### config.mk
export PLATFORM = sky130hd
export DESIGN_NAME = timer_dev
export DESIGN_NICKNAME = d
export VERILOG_FILES = /design/src/rtl/timer_dev.sv
export SDC_FILE = /design/constraint.sdc
export NUM_CORES = 1
export LEC_CHECK = 0
export CORE_ASPECT_RATIO = 1.2
export CORE_MARGIN = 2
export CORE_UTILIZATION = 48
export CTS_CLUSTER_SIZE = 8
export DETAILED_ROUTE_END_ITERATION = 6
export HOLD_SLACK_MARGIN = 0.08
export PLACE_DENSITY = 0.76
export SLEW_MARGIN = 20
export SYNTH_ARGS = -nofsm -noshare
export SYNTH_HDL_FRONTEND = slang
export SYNTH_SLANG_ARGS = --single-unit
### constraint.sdc
create_clock -name clk -period 2.7 [get_ports clk]
set_input_delay 0.405 -clock clk [delete_from_list [all_inputs] [get_ports clk]]
set_output_delay 0.405 -clock clk [all_outputs]
set_load 0.02 [all_outputs]
### src/rtl/timer_dev.sv
// rtl/timer_dev.sv - memory-mapped countdown timer peripheral with level interrupt
//
// Purpose:
//    Word-addressed countdown timer that sits behind the bus bridge, one
//    instance per timer window.  Software programs PRESET and CTRL; the FSM
//    loads COUNT from PRESET, counts down to zero and then either raises a
//    sticky interrupt (one-shot) or reloads and pulses the interrupt
//    (auto-reload).
//
// Build option:
//    TIMER_PRESCALE_EN - when defined, COUNT steps once every PRESCALE clock
//                        cycles instead of every cycle.
//
// Ports:
//    clk    - system clock
//    reset  - synchronous, active-high reset
//    addr   - word offset (bus address bits [3:2])
//    we     - write strobe, write commits at posedge clk
//    wdata  - write data
//    rdata  - read data for the register selected by addr (combinational)
//    irq    - level interrupt request to CP0
//
// Register map (by addr):
//    0 CTRL   : [0] EN, [2:1] MODE, [3] IM; upper bits read as zero
//    1 PRESET : read/write
//    2 COUNT  : read-only
//    3 -      : reads zero, writes ignored

module timer_dev #(
   parameter int CNT_W    = 32,
   parameter int PRESCALE = 4
) (
   input  logic        clk,
   input  logic        reset,
   input  logic [1:0]  addr,
   input  logic        we,
   input  logic [31:0] wdata,
   output logic [31:0] rdata,
   output logic        irq
);

   // Elaboration-time sanity checks on the build parameters.
   generate
      if (CNT_W < 1 || CNT_W > 32) begin : g_bad_cnt_w
         $error("timer_dev: CNT_W must be in 1..32");
      end
      if (PRESCALE < 1) begin : g_bad_prescale
         $error("timer_dev: PRESCALE must be at least 1");
      end
   endgenerate

   localparam logic [1:0] S_IDLE = 2'd0;
   localparam logic [1:0] S_LOAD = 2'd1;
   localparam logic [1:0] S_CNT  = 2'd2;
   localparam logic [1:0] S_INT  = 2'd3;

   localparam logic [1:0] A_CTRL   = 2'd0;
   localparam logic [1:0] A_PRESET = 2'd1;
   localparam logic [1:0] A_COUNT  = 2'd2;

   localparam logic [1:0] MODE_RELOAD = 2'b01;

   // ------------------------------------------------------------------
   // Architectural state
   // ------------------------------------------------------------------
   logic [3:0]       ctrl_q,     ctrl_d;
   logic [CNT_W-1:0] preset_q,   preset_d;
   logic [CNT_W-1:0] count_q,    count_d;
   logic [1:0]       state_q,    state_d;
   logic             irq_pend_q, irq_pend_d;

   logic       ctrl_en;
   logic [1:0] ctrl_mode;
   logic       ctrl_im;

   assign ctrl_en   = ctrl_q[0];
   assign ctrl_mode = ctrl_q[2:1];
   assign ctrl_im   = ctrl_q[3];

   // ------------------------------------------------------------------
   // Bus write decode
   // ------------------------------------------------------------------
   logic wr_ctrl;
   logic wr_preset;

   assign wr_ctrl   = we && (addr == A_CTRL);
   assign wr_preset = we && (addr == A_PRESET);

   // ------------------------------------------------------------------
   // Count step enable: every cycle, or once per PRESCALE cycles
   // ------------------------------------------------------------------
   logic step_en;

`ifdef TIMER_PRESCALE_EN
   localparam int PS_W = (PRESCALE > 1) ? $clog2(PRESCALE) : 1;
   localparam logic [PS_W-1:0] PS_LAST = PS_W'(PRESCALE - 1);

   logic [PS_W-1:0] ps_q, ps_d;

   assign step_en = (ps_q == PS_LAST);

   // The prescaler restarts whenever a period begins so every period is
   // exactly P*PRESCALE counting cycles long.
   always_comb begin
      ps_d = ps_q;
      case (state_q)
         S_IDLE, S_LOAD: ps_d = '0;
         S_CNT: begin
            if (ctrl_en) begin
               ps_d = step_en ? '0 : ps_q + PS_W'(1);
            end
         end
         default: ps_d = ps_q;
      endcase
   end

   always_ff @(posedge clk) begin
      if (reset) begin
         ps_q <= '0;
      end else begin
         ps_q <= ps_d;
      end
   end
`else
   assign step_en = 1'b1;
`endif

   // ------------------------------------------------------------------
   // Timer FSM.  Decisions use the registered CTRL, so a write on the same
   // edge only influences the following cycle.
   // ------------------------------------------------------------------
   logic int_clr_en;
   logic int_set_pend;

   always_comb begin
      state_d      = state_q;
      count_d      = count_q;
      int_clr_en   = 1'b0;
      int_set_pend = 1'b0;
      case (state_q)
         S_IDLE: begin
            if (ctrl_en) begin
               state_d = S_LOAD;
            end
         end
         S_LOAD: begin
            count_d = preset_q;
            state_d = S_CNT;
         end
         S_CNT: begin
            if (!ctrl_en) begin
               state_d = S_IDLE;
            end else if (step_en) begin
               // COUNT<=1 rather than ==1 so that PRESET=0 behaves like 1.
               if (count_q <= CNT_W'(1)) begin
                  count_d = '0;
                  state_d = S_INT;
               end else begin
                  count_d = count_q - CNT_W'(1);
               end
            end
         end
         S_INT: begin
            if (ctrl_mode == MODE_RELOAD) begin
               state_d = S_LOAD;
            end else begin
               // One-shot, and the reserved modes fall back to one-shot.
               int_clr_en   = 1'b1;
               int_set_pend = 1'b1;
               state_d      = S_IDLE;
            end
         end
         default: state_d = S_IDLE;
      endcase
   end

   // ------------------------------------------------------------------
   // Register next-state: software writes win over FSM side effects
   // ------------------------------------------------------------------
   always_comb begin
      ctrl_d = ctrl_q;
      if (wr_ctrl) begin
         ctrl_d = wdata[3:0];
      end else if (int_clr_en) begin
         ctrl_d = {ctrl_q[3:1], 1'b0};
      end
   end

   always_comb begin
      preset_d = preset_q;
      if (wr_preset) begin
         preset_d = wdata[CNT_W-1:0];
      end
   end

   // Any CTRL/PRESET write acknowledges the interrupt, even if the one-shot
   // completes on the same edge.
   always_comb begin
      irq_pend_d = irq_pend_q;
      if (wr_ctrl || wr_preset) begin
         irq_pend_d = 1'b0;
      end else if (int_set_pend) begin
         irq_pend_d = 1'b1;
      end
   end

   always_ff @(posedge clk) begin
      if (reset) begin
         ctrl_q     <= '0;
         preset_q   <= '0;
         count_q    <= '0;
         state_q    <= S_IDLE;
         irq_pend_q <= 1'b0;
      end else begin
         ctrl_q     <= ctrl_d;
         preset_q   <= preset_d;
         count_q    <= count_d;
         state_q    <= state_d;
         irq_pend_q <= irq_pend_d;
      end
   end

   // ------------------------------------------------------------------
   // Outputs
   // ------------------------------------------------------------------
   // Auto-reload requests last exactly the one cycle spent in INT; one-shot
   // requests are held by irq_pend_q until software writes CTRL or PRESET.
   assign irq = ctrl_im &
                (irq_pend_q | ((state_q == S_INT) && (ctrl_mode == MODE_RELOAD)));

   always_comb begin
      rdata = '0;
      case (addr)
         A_CTRL:   rdata[3:0]       = ctrl_q;
         A_PRESET: rdata[CNT_W-1:0] = preset_q;
         A_COUNT:  rdata[CNT_W-1:0] = count_q;
         default:  rdata            = '0;
      endcase
   end

endmodule

==> results of run 1 <==
-- final timing paths --
path / start / to
worst max-delay path: count_q[0] / count_q[30]
worst min-delay path: preset_q[15] / preset_q[15]
worst max register to register: count_q[0] / count_q[30]
worst min register to register: preset_q[15] / preset_q[15]
-- metal layers --
layer	vias to the layer above	wire [µm]	track usage
li1	2103	-	-
met1	2040	5000	0.340
met2	178	5960	0.444
met3	32	733	0.0492
met4	0	307	0.118
met5	-	0	0
-- tightest hold or removal path: stages, from the launching register on --
cell and delay, ns:
dfxtp_1 0.33, nand2_1 0.06, a21oi_1 0.05
-- state kept, by name, summed over array words and instances, names as in the netlist --
register and flops:
state_q 2, preset_q 32, ctrl_q 4, irq_pend_q 1, count_q 32
-- layout by cell type, fill, tap and decap left out, types with 3 or more instances in the layout --
cell type | synthesis | routed
inv_1 | 4 | 4
nor3_1 | 15 | 15
a21oi_1 | 52 | 51
nand3_1 | 24 | 24
dlygate4sd2_1 | 0 | 24
a222oi_1 | 4 | 4
clkdlybuf4s50_1 | 0 | 36
dlymetal6s2s_1 | 0 | 8
buf_4 | 0 | 42
a22oi_1 | 32 | 32
o21a_1 | 4 | 4
a21o_1 | 3 | 3
nor2b_1 | 32 | 32
nor4_1 | 7 | 7
clkbuf_8 | 0 | 11
nand3b_1 | 3 | 3
ha_1 | 6 | 6
nor2_1 | 26 | 26
buf_12 | 0 | 3
a31oi_1 | 17 | 17
o21ai_0 | 15 | 15
dfxtp_1 | 71 | 71
a32oi_1 | 7 | 7
nand2_1 | 105 | 105
or4_1 | 5 | 5
o32ai_1 | 3 | 3
-- cells by family (layout without fill, tap and decap cells) --
group                    Yosys count  after routing  share of synthesized area
AO/OA/AOI/OAI                    161            161                      0.269
XOR/XNOR                           3              3                    0.00652
AND/OR/NAND/NOR                  239            239                      0.293
multiplexers                       3              3                    0.00776
adder cells (fa/ha/maj)            6              6                     0.0186
flip-flops                        71             71                      0.353
buffers and inverters             51            136                     0.0528
-- per-stage QoR --
step / area [µm²] / setup slack [ns] / setup TNS [ns] / std cells
2_1_floorplan: 4030 / 0.154 / 0 / 534
4_1_cts: 5240 / 0.000557 / 0 / 733
5_1_grt: 5260 / 0.0227 / 0 / 733
6_report: 5260 / 0.142 / 0 / 733
3_3_place_gp: 5050 / -0.000268 / -0.000268 / 717
3_5_place_dp: 5050 / -0.0936 / -0.827 / 717
-- power groups by stage --
stage                     registers, mW  clock network, mW  logic [mW]
after floorplan                    1.11                  0       0.208
after global placement             1.11                  0       0.361
after detailed placement           1.12                  0       0.367
after CTS                          1.09              0.977       0.367
after global routing               1.09               1.03       0.401
final                              1.09              0.969       0.370
-- repair_timing --
item,in CTS,in global routing
pin swaps,0,0
resized for setup,24,8
endpoints found under the setup margin,24,8
hold buffers,0,0
-- area by class of cell --
cell class	instances	area, µm²
Inverter	6	22.5
Sequential cell	71	1420
Fill cell	696	2890
Clock buffer	13	159
Multi-Input combinational cell	412	2400
Clock inverter	3	65.1
Tap cell	114	143
Timing Repair Buffer	114	1050
==> summary.txt, run 1 <==
Placement
  – Routability cong.: 0.864
  – Final HPWL DP: 8.38 mm
  – # port buffers: 69

Critical path
  – Critical path class: reg2reg
  – Critical path buffers and inverters: 1
  – Crit path DAT: 2.79 ns
  – CP max FO: 8
  – Worst Setup Start Kind: register
  – Worst Reg-to-Reg Cells: 8
  – Critical path endpoint category: register
  – Max incr delay on CP: 0.46 ns
  – CP delay by family, top: simple AND/OR/NAND/NOR gates
  – Crit-path cells: inv_1 > ha_1 > or3b_2 > or2_2 > or3_4 > nor4_2 > mux2i_1 > o32ai_2
  – WP data required: 2.93 ns
  – R2R setup slack: 0.14 ns
  – WP depth: 8
  – Crit path max-delay cell type: or3b_2

Die
  – Row cnt: 36
  – Starting Density: 0.494
  – Total Die Area: 9150 µm²
  – Die Ht: 104 µm
  – Io pins: 70
  – CORE AREA: 8150 µm²
  – Horiz. Die Dim: 87.6 µm

Final layout
  – Layout Nets: 657
  – Area growth syn-to-layout: 30.5%
  – Ratio of cells with drive above 1 in the final layout: 0.123
  – Ant diodes: 0
  – Util after Layout: 0.645

Logic synthesis
  – Mapped Area: 4030 µm²
  – Synth area leaders: dfxtp_1 35%, nand2_1 9.8%, a21oi_1 6.5%
  – Number of synthesized register bits: 71
  – Largest area contributor in the netlist: dfxtp_1
  – Top-count cell post-synth: nand2_1
  – Yosys top cell area share: 0.353
  – Cell count after synthesis: 534
  – Register area share after synthesis: 0.353
  – Warnings from Yosys: 0
  – Mapped Avg Cell Area: 7.55 µm²
  – Number of flops mapped to enable cells by yosys: 0
  – Syn Nets: 577
  – Main flop type after synthesis: dfxtp_1
  – Async S/R FF share, synth: 0
  – Most frequent cells after synthesis: 105 x nand2_1, 71 x dfxtp_1, 52 x a21oi_1
  – Netlist cell types: 63

Detailed routing
  – Router iterations before antenna repair: 7
  – Vias per inst: 5.94
  – Drc violations: 0
  – Drt wl/cell: 16.4 µm
  – Routed wire length: 12.0 mm
  – Via count: 4,353
  – Final antenna-violating net count: 0
  – Initial drt markers: 259

Timing
  – Worst slew pin tran: 0.473 ns
  – RSZ-0062 raised after global routing: false
  – Final Slew Violations: 0
  – Min cycle time layout: 2.56 ns
  – Final Skew: 0.00735 ns
  – Hold_ws: 0.479 ns
  – Peak Freq: 391 MHz
  – Slew headroom: 0.684
  – Final hold vios: 0
  – Final setup fails: 0
  – Period utilization: 0.947

Clock tree
  – Clock sink count: 71
  – Clock transition at the registers of the reported paths: 0.07 ns
  – Root buf cell: clkbuf_8
  – Number of buffers created by CTS: 9
  – Maximum root-to-sink buffer count: 2
  – Clock Latency Late Sink: 0.36 ns
  – H-tree depth: 3
  – CTS tree: built
  – Post-CTS Setup Bufs: 0

Power and ir drop
  – Gate power share: 0.152
  – Design Power: 2.43 mW
  – Sw power: 0.617 mW
  – Net Sw Frac: 0.254
  – Pwr dens: 462 nW/µm²
  – Seq pwr share: 0.449
  – LEAKAGE: 2.14 nW
  – Internal Pwr Total: 1.81 mW
  – Clock power share: 0.399
  – Peak supply drop: 0.000338 V

Global route
  – Largest net degree at the start of global routing: 38
  – Initial antenna violation count: 0
  – Number of global-route vias before repair: 4,145
  – Overall routing resource usage: 0.270
  – GR Overflow Total: 0
  – Global-route wire length before repair: 19.8 mm

Flow run
  – Max cap viols: 0

Outcome
  – Status: complete, no violations

Worst hold path
  – Worst hold path type: reg2reg
  – Cell depth of the worst hold path: 2
Note: power is estimated with default switching activity, not from simulation.
==> run 2: changes to the inputs <==
Settings changed: MAX_ROUTING_LAYER set to met4, SLEW_MARGIN 20 to 30.
==> summary.txt, run 2 (synthesis results as in run 1) <==
Detailed routing
  – Vias per inst: 6.01 (was 5.94)
  – Via count: 4,414 (was 4,353)
  – Drt wl/cell: 16.6 µm (was 16.4 µm)
  – Drc violations: 0 (unchanged)
  – Routed wire length: 12.2 mm (was 12.0 mm)
  – Initial drt markers: 243 (was 259)
  – Router iterations before antenna repair: 5 (was 7)
  – Final antenna-violating net count: 0 (unchanged)

Timing
  – Peak Freq: 393 MHz (was 391 MHz)
  – Final hold vios: 0 (unchanged)
  – Final Slew Violations: 0 (unchanged)
  – Final Skew: 0.0103 ns (was 0.00735 ns)
  – Slew headroom: 0.688 (was 0.684)
  – Worst slew pin tran: 0.467 ns (was 0.473 ns)
  – Min cycle time layout: 2.54 ns (was 2.56 ns)
  – RSZ-0062 raised after global routing: false (unchanged)
  – Period utilization: 0.942 (was 0.947)
  – Final setup fails: 0 (unchanged)

Flow run
  – Max cap viols: 0 (unchanged)

Die
  – Die Ht: 104 µm (unchanged)
  – CORE AREA: 8150 µm² (unchanged)
  – Row cnt: 36 (unchanged)
  – Io pins: 70 (unchanged)
  – Starting Density: 0.494 (unchanged)
  – Horiz. Die Dim: 87.6 µm (unchanged)
  – Total Die Area: 9150 µm² (unchanged)

Final layout
  – Layout Nets: 658 (was 657)
  – Post-route cell area: 5260 µm² (about the same)
  – Non-filler cells, final: 734 (was 733)
  – Register area: 1420 µm² (unchanged)
  – Ant diodes: 0 (unchanged)
  – Ratio of cells with drive above 1 in the final layout: 0.123 (about the same)
  – Most frequent cells in the layout: 105 x nand2_1, 71 x dfxtp_1, 51 x a21oi_1 (unchanged)
  – Largest registers: count_q (32), preset_q (32), ctrl_q (4) (unchanged)
  – Fillers: 745 (was 696)
  – Footprint of the multi-input gates: 2410 µm² (was 2400 µm²)
  – Commonest non-fill, non-tap cell in the layout: nand2_1 (unchanged)
  – Area growth syn-to-layout: 30.5% (about the same)

Clock tree
  – Root buf cell: clkbuf_8 (unchanged)
  – Clock transition at the registers of the reported paths: 0.08 ns (was 0.07 ns)
  – Number of buffers created by CTS: 9 (unchanged)
  – Clock Latency Late Sink: 0.35 ns (was 0.36 ns)
  – H-tree depth: 3 (unchanged)
  – CTS tree: built (unchanged)
  – Maximum root-to-sink buffer count: 2 (unchanged)
  – Clock sink count: 71 (unchanged)

Placement
  – DP Area: 5050 µm² (about the same)
  – # port buffers: 69 (unchanged)
  – Placed insts: 718 (was 717)
  – Routability cong.: 0.865 (was 0.864)
  – Final HPWL DP: 8.54 mm (was 8.38 mm)

Power and ir drop
  – Pwr dens: 454 nW/µm² (was 462 nW/µm²)
  – Design Power: 2.39 mW (was 2.43 mW)
  – Peak supply drop: 0.000303 V (was 0.000338 V)
  – LEAKAGE: 2.14 nW (about the same)

Global route
  – Largest net degree at the start of global routing: 38 (unchanged)
  – Global routing usage on met2: 0.449 (was 0.444)
  – Overall routing resource usage: 0.279 (was 0.270)
  – Grt peak-use layer: met2 (unchanged)
  – Met3 Use GR: 0.0421 (was 0.0492)
  – Initial antenna violation count: 0 (unchanged)
  – Global-route wire length before repair: 20.2 mm (was 19.8 mm)
  – GR Overflow Total: 0 (unchanged)
  – Met1 Resource Use GR: 0.351 (was 0.340)
  – Number of global-route vias before repair: 4,236 (was 4,145)

Outcome
  – Status: complete, no violations (unchanged)

Worst hold path
  – Worst hold path type: reg2reg (unchanged)

Critical path
  – Worst Setup Start Kind: register (unchanged)
  – WP data required: 2.92 ns (was 2.93 ns)
  – Crit path DAT: 2.77 ns (was 2.79 ns)
  – Critical path endpoint category: register (unchanged)
  – CP max FO: 8 (unchanged)
  – Critical path class: reg2reg (unchanged)
run 2: cell types whose count changed in the layout (fill, tap and decap cells not counted):
cell,delta
clkbuf_1,+1
clkbuf_8,-2
clkinv_2,+1
buf_4,+1
nor4_2,-1
nor4_4,+1
run 2: through the flow:
| step | hold slack (ns) | setup slack [ns] | util | TNS [ns] |
|---|---|---|---|---|
| after floorplan | 0.444 | 0.154 | - | 0 |
| after global placement | 0.460 | -0.00105 | 0.620 | -0.00105 |
| after detailed placement | 0.466 | -0.0572 | 0.620 | -0.736 |
| after CTS | 0.477 | 0.00567 | 0.641 | 0 |
| after global routing | 0.496 | 0.0325 | 0.645 | 0 |
| final | 0.478 | 0.156 | 0.645 | 0 |
run 2: worst paths after layout:
path | startpoint | end | slack [ns] | cells past startpoint
hold reg to reg | preset_q[27] | preset_q[27] | 0.48 | 2
hold / removal | preset_q[27] | preset_q[27] | 0.48 | 2
setup / recovery | count_q[0] | count_q[30] | 0.16 | 8
setup reg to reg | count_q[0] | count_q[30] | 0.16 | 8
run 2: final cells by class:
type | count | share of cell area
clock buffer | 12 | 0.0257
clock inverter | 4 | 0.0133
inverter | 6 | 0.00428
multi-input combinational | 412 | 0.458
sequential | 71 | 0.270
tap | 114 | 0.0271
timing repair buffer | 115 | 0.201
run 2: critical path: stages, from the launching register on:
cell and delay [ns]:
dfxtp_1 0.35, inv_1 0.11, ha_1 0.21, or3b_2 0.46
or2_2 0.37, or3_4 0.39, nor4_4 0.18, mux2i_1 0.25
o32ai_2 0.10
run 2: what timing repair did:
action                                  CTS  global route
resized for setup                        24             9
pin swaps                                 0             0
endpoints found under the setup margin   24             9
hold endpoints to repair                  0             0
hold buffers                              0             0
buffers inserted                          0             0
run 2: per-layer routing:
layer  wire, µm  up-vias
met5          0        -
met4        245        0
met3        787       25
met2       6180      175
met1       4950     2112
li1           -     2102
run 2: power breakdown:
part / leakage [nW] / internal (mW) / switching, mW
clock: 0.104 / 0.519 / 0.403
combinational: 1.46 / 0.176 / 0.195
sequential: 0.575 / 1.07 / 0.0232
==> run 3: changes to the inputs <==
Settings changed: SLEW_MARGIN 30 to 20.
==> results of run 3 <==
No change in the layout: final DEF, timing and power equal those of run 2.
